**src/rtl/spi_reg_slave.sv**
```systemverilog
// rtl/spi_reg_slave.sv - SPI-clocked register file slave with streaming read/write
module spi_reg_slave #(
  parameter int              ADDR_W    = 7,
  parameter int              DATA_W    = 8,
  parameter logic [DATA_W-1:0] RESET_VAL = '0,
  parameter bit              STREAM_EN = 1'b1,
  parameter bit              ADDR_DESC = 1'b0,
  parameter bit              LSB_FIRST = 1'b0
) (
  input  logic              o_sclk,
  input  logic              rst_n,
  input  logic              o_sen_n,
  input  logic              o_sda,
  input  logic              o_sda_dir,
  output logic              sda_out,
  output logic              sda_oe,
  output logic              wr_strobe,
  output logic [ADDR_W-1:0] wr_addr,
  output logic [DATA_W-1:0] wr_data,
  input  logic [ADDR_W-1:0] dbg_addr,
  output logic [DATA_W-1:0] dbg_data,
  output logic              frame_err,
  output logic              dir_err
);

  localparam int DEPTH   = 1 << ADDR_W;
  localparam int CNT_MAX = (ADDR_W + 1 > DATA_W) ? ADDR_W + 1 : DATA_W;
  localparam int CW      = $clog2(CNT_MAX + 1);

  typedef enum logic [1:0] {IDLE, INSTR, WDATA, RDATA} state_t;

  state_t            state, state_next;
  logic [CW-1:0]     bit_cnt, cnt_next, last_cnt;
  logic [ADDR_W-1:0] addr, addr_ins, addr_step, rd_addr;
  logic [DATA_W-1:0] wr_sr, wdata_next, rd_sr;
  logic [DATA_W-1:0] mem [DEPTH];
  logic              rw_q, done, instr_done, word_done, wr_fire, rd_load;
  logic              rd_bit, out_bit, frame_rst_n;
  int                a_pos, d_pos;

  // Frame state is held in reset whenever chip select is inactive.
  assign frame_rst_n = rst_n & ~o_sen_n;
  assign addr_step   = ADDR_DESC ? addr - ADDR_W'(1) : addr + ADDR_W'(1);
  assign wr_fire     = (state == WDATA) & word_done;
  assign rd_load     = (instr_done & rw_q) | ((state == RDATA) & word_done & STREAM_EN);
  assign rd_addr     = instr_done ? addr_ins : addr_step;
  assign sda_oe      = (state == RDATA) & ~o_sen_n & o_sda_dir;
  assign sda_out     = sda_oe & out_bit;
  assign dbg_data    = mem[dbg_addr];

  // Bit positions inside the address and data fields for the current count.
  always_comb begin
    a_pos = LSB_FIRST ? int'(bit_cnt) - 1 : ADDR_W - int'(bit_cnt);
    d_pos = LSB_FIRST ? int'(bit_cnt) : DATA_W - 1 - int'(bit_cnt);
    rd_bit = 1'b0;
    for (int i = 0; i < ADDR_W; i++) addr_ins[i] = (a_pos == i) ? o_sda : addr[i];
    for (int i = 0; i < DATA_W; i++) begin
      wdata_next[i] = (d_pos == i) ? o_sda : wr_sr[i];
      if (d_pos == i) rd_bit = rd_sr[i];
    end
  end

  always_ff @(posedge o_sclk or negedge frame_rst_n) begin
    if (!frame_rst_n) begin
      state   <= IDLE;
      bit_cnt <= '0;
    end else begin
      state   <= state_next;
      bit_cnt <= cnt_next;
    end
  end

  always_comb begin
    state_next = state;
    cnt_next   = bit_cnt;
    instr_done = 1'b0;
    word_done  = 1'b0;
    case (state)
      IDLE: begin
        state_next = INSTR;
        cnt_next   = CW'(1);
      end
      INSTR: begin
        if (bit_cnt == CW'(ADDR_W)) begin
          instr_done = 1'b1;
          cnt_next   = '0;
          state_next = rw_q ? RDATA : WDATA;
        end else begin
          cnt_next = bit_cnt + 1'b1;
        end
      end
      WDATA, RDATA: begin
        if (!done) begin
          if (bit_cnt == CW'(DATA_W - 1)) begin
            word_done = 1'b1;
            cnt_next  = '0;
          end else begin
            cnt_next = bit_cnt + 1'b1;
          end
        end
      end
      default: state_next = IDLE;
    endcase
  end

  always_ff @(posedge o_sclk or negedge frame_rst_n) begin
    if (!frame_rst_n) begin
      rw_q  <= 1'b0;
      addr  <= '0;
      wr_sr <= '0;
      rd_sr <= '0;
      done  <= 1'b0;
    end else begin
      if (state == IDLE) rw_q <= o_sda;
      if (state == INSTR) addr <= addr_ins;
      if (state == WDATA && !done) wr_sr <= wdata_next;
      if (word_done) begin
        if (STREAM_EN) addr <= addr_step;
        else           done <= 1'b1;
      end
      if (rd_load) rd_sr <= mem[rd_addr];
    end
  end

  // Read data changes on the falling edge so the master samples it stable.
  always_ff @(negedge o_sclk or negedge frame_rst_n) begin
    if (!frame_rst_n) out_bit <= 1'b0;
    else              out_bit <= rd_bit;
  end

  always_ff @(posedge o_sclk or negedge rst_n) begin
    if (!rst_n) begin
      for (int i = 0; i < DEPTH; i++) mem[i] <= RESET_VAL;
      wr_strobe <= 1'b0;
      wr_addr   <= '0;
      wr_data   <= '0;
      frame_err <= 1'b0;
      dir_err   <= 1'b0;
      last_cnt  <= '0;
    end else begin
      wr_strobe <= wr_fire;
      if (wr_fire) begin
        mem[addr] <= wdata_next;
        wr_addr   <= addr;
        wr_data   <= wdata_next;
      end
      if (!o_sen_n) begin
        last_cnt <= cnt_next;
        if (state == IDLE && last_cnt != '0) frame_err <= 1'b1;
      end
      if (state == RDATA && !o_sda_dir) dir_err <= 1'b1;
    end
  end

endmodule

```
**config.mk**
```make
export PLATFORM = sky130hd
export DESIGN_NAME = spi_reg_slave
export DESIGN_NICKNAME = d
export VERILOG_FILES = /design/src/rtl/spi_reg_slave.sv
export SDC_FILE = /design/constraint.sdc
export NUM_CORES = 2
export LEC_CHECK = 0
export CORE_UTILIZATION = 55
export DETAILED_ROUTE_END_ITERATION = 12
export GPL_TIMING_DRIVEN = 0
export PLACE_DENSITY = 0.72
export SETUP_SLACK_MARGIN = 0.15
export SYNTH_ARGS = -nofsm -noshare
export SYNTH_HDL_FRONTEND = slang
export SYNTH_SLANG_ARGS = --single-unit
export TNS_END_PERCENT = 20
```
**constraint.sdc**
```tcl
create_clock -name o_sclk -period 4.3 [get_ports o_sclk]
set_clock_uncertainty 0.2 [all_clocks]
set_input_delay 0.86 -clock o_sclk [delete_from_list [all_inputs] [get_ports o_sclk]]
set_output_delay 0.86 -clock o_sclk [all_outputs]
set_load 0.05 [all_outputs]
```
==> impl_metrics.yaml <==
synthesis:
  ys.warnings.count: 0
  synthFlopType: "dfrtp_1"
  synth_compound_area_share_pct: 13.3
  adder_cell_area_share_of_the_yosys_netlist_pct: 0.112
  postSynthRegisterBits: 1077
  synth_cell_type_count: 76
  synth_top_family_by_area: "multiplexers"
  syn-instance-count: 5192
  synth.area.mux_share_pct: 22.1
  post_synthesis_instance_area_um2: 55800
  synth_edf_count: 0
  area_fraction_in_and_or_nand_and_nor_cells_after_synthesis_pct: 12.3
  syn_avg_cell_area_um2: 10.7
  postSynthNetCount: 5209
  synthXorXnorAreaFrac_pct: 0.0471
  synth_sequential_area_ratio_pct: 48.3
  async_reset_ff_share_pct: 100
floorplan:
  die_area_um2: 103000
  floorplan.die.height_um: 320
  floorplan.die.width_um: 320
  core_box_area_um2: 100000
  top_level_ports: 40
  fp-row-count: 116
  initial_utilization_pct: 55.6
layout:
  layout_commonest_cell: "dfrtp_1"
  filler_cell_count: 7988
  layout-drive-gt1-share_pct: 20.7
  sequential_cell_area_um2: 27000
  layout.cells.most_common_list: "dfrtp_1 (1074), nand2_1 (810), nor2_1 (665), a21oi_1 (626), mux4_2 (507)"
  layout.nets: 5415
  final_core_util_pct: 64.4
  multiInputGateArea_um2: 27400
  area_delta_synth_final_pct: 15.8
critical_path:
  cp_data_required_time_ps: 3240
  path_max_fanout: 5
  worst_path_class_setup: "in2out"
  cp-end-kind: "output port"
  r2r_cells: 12
  critPathLaunch: "dbg_addr[1]"
  crit-reg2reg-capture: "out_bit$_DFF_NN0_"
  worst_setup_path_start_kind: "primary input"
  r2r-start: "bit_cnt[0]$_DFF_PN0_"
  r2r_slack_ps: -340
  arrival_ps: 3830
timing:
  finalWorstPathRequiredPeriod_ps: 4890
  slew_violations: 0
  fin_crit_sh_pct: 114
  worst_slew_margin_relative_to_its_limit_pct: 6.38
  clock.fmax_ghz: 0.205
  worst_tran_pin_value_ps: 1400
  setup_repair_after_global_routing_missed_its_margin: "true"
  timing.setup.tns_ps: -6400
  setup_viol: 24
  hold_violations: 0
  fin_ws_ps: -587
global_route:
  number_of_global_route_vias_before_repair: 47000
  grt.total_usage_pct: 53.3
  grt_start_max_net_pins: 180
  antenna_found_initial: 35
  overflow: 0
  grt_pass1_wl_mm: 373
power_and_ir_drop:
  swShare_pct: 35.2
  p_per_area_nw_per_um2: 438
  power_frac_clock_pct: 37.1
  internal_power_mw: 18.3
  irDropWorstVdd_uv: 414
  p_leak_nw: 24.6
  power.net_switching_mw: 9.97
  power.sequential.fraction_pct: 38.0
  comb_power_share_pct: 24.9
cts:
  clk_root_buffer_cell: "clkbuf_16"
  cts.sinks: 1077
  clk_slew_on_worst_s_h_paths_ps: 60
  clk_latency_ps: 740
  tritoncts.num_buffers: 115
  tritoncts: "yes"
  clock_path_buffers: 3
  htreeDepth: 3
drt:
  dr.first_iter.drc_count: 8482
  detail_route.wirelength_mm: 273
  drc_errors: 0
  drtAntennaViolNets: 0
  number_of_vias_per_cell: 7.39
  detail_route.first_pass.iterations: 9
  num_vias: 50800
  post_drt_wl_per_cell_um: 39.7
run_status:
  run_status: "complete, but fails checks"
  failed_checks: "negative setup slack"
placed_design:
  buffer_ports.inserted: 31
  hpwlAfterDp_mm: 200
  globalplace.congestion: 1.09
min_path:
  hold_class: "in2async"
flow_run:
  maxCapViolCount: 0
==> stage by stage <==
step	setup slack, ps	hold slack [ps]	std cells	power [mW]	instance area (µm²)
finish	-587	2.13	6872	28.3	64600
global route	-528	68.9	6852	28.4	64500
CTS	-495	53.5	6836	27.5	64100
detailed placement	-1640	263	6589	16.8	58500
global placement	-45920	251	6580	16.8	58200
floorplan	-28.7	246	5192	13.7	56200
==> power groups by stage <==
stage | sequential, mW | clock, mW | combinational (mW)
2_1_floorplan | 10.9 | 0 | 2.85
3_3_place_gp | 10.9 | 0 | 5.86
3_5_place_dp | 10.9 | 0 | 5.93
4_1_cts | 10.7 | 10.4 | 6.32
5_1_grt | 10.8 | 10.8 | 6.87
6_report | 10.8 | 10.5 | 7.05
==> cells in the mapped netlist, types with 12 or more instances <==
cell | n | area share (%)
buf_6 | 14 | 0.28
buf_1 | 25 | 0.17
a211oi_1 | 39 | 0.53
nor3_1 | 21 | 0.19
and3_1 | 53 | 0.59
mux4_2 | 506 | 20
mux2i_1 | 48 | 0.86
nor2_1 | 701 | 4.7
inv_1 | 12 | 0.081
buf_2 | 85 | 0.76
nand2b_1 | 12 | 0.13
nand3_1 | 37 | 0.33
nand2_1 | 815 | 5.5
dfrtp_1 | 1076 | 48
mux2_2 | 15 | 0.30
a22oi_1 | 32 | 0.43
a221oi_1 | 12 | 0.19
a311oi_1 | 19 | 0.30
a21oi_1 | 632 | 5.7
buf_4 | 21 | 0.28
clkbuf_1 | 318 | 2.1
o21ai_0 | 479 | 4.3
a31oi_1 | 36 | 0.40
o22ai_1 | 26 | 0.29
==> metal layers <==
layer / wire length (µm) / GRT usage, % / up-vias
met1: 94100 / 67.3 / 25500
met5: 497 / 0 / -
met2: 109000 / 70.4 / 4719
met3: 45700 / 27.6 / 1206
li1: - / - / 19300
met4: 24000 / 36.9 / 40
==> worst max-delay path by stage <==
stage | slack [ps] | end | cells past startpoint
final | -590 | dbg_data[5] | 9
after global routing | -530 | dbg_data[4] | 9
after CTS | -490 | dbg_data[4] | 9
after detailed placement | -1640 | dbg_data[4] | 8
after global placement | -45920 | mem[658]$_DFFE_PN0P_ | 1
after floorplan | -30 | out_bit$_DFF_NN0_ | 12
==> timing repair <==
| item | 4_1_cts | 5_1_grt |
|---|---|---|
| hold endpoints to repair | 109 | 0 |
| setup endpoints to repair | 652 | 613 |
| pin swaps | 7 | 18 |
| hold buffers | 1 | 0 |
| cloned | 6 | 1 |
| setup buffers | 28 | 14 |
| resized for setup | 365 | 125 |
==> final cells by class <==
cell class                 instances  area share, %
multi-input combinational       3635           42.4
timing repair buffer              90           1.92
inverter                          12         0.0756
antenna                           21         0.0814
buffer                           467           5.13
sequential                      1077           41.7
clock inverter                    48          0.883
clock buffer                     165           5.15
tap                             1357           2.63
==> critical path, stage by stage <==
cell and delay (ps):
clkbuf_16 150, clkbuf_16 180, buf_12 150, buf_16 170, mux4_2 630, mux4_2 660, mux4_2 500, mux2_4 340
buf_6 170
==> cell families (layout without fill, tap and decap cells) <==
family,count (synthesis),after routing
fa+ha+maj,5,5
other cells,0,21
xor+xnor,3,3
compound gates,1349,1349
simple gates,1698,1698
flops,1077,1077
buf+inv,480,782
mux,580,580
==> sequential cells by signal (all words and copies together), names as in the netlist, 4 cells and up <==
| register | flops |
|---|---|
| addr | 7 |
| mem | 1024 |
| wr_addr | 7 |
| rd_sr | 8 |
| wr_sr | 8 |
| wr_data | 8 |
| bit_cnt | 4 |
| last_cnt | 4 |
Power figures use the tool's default switching activity.
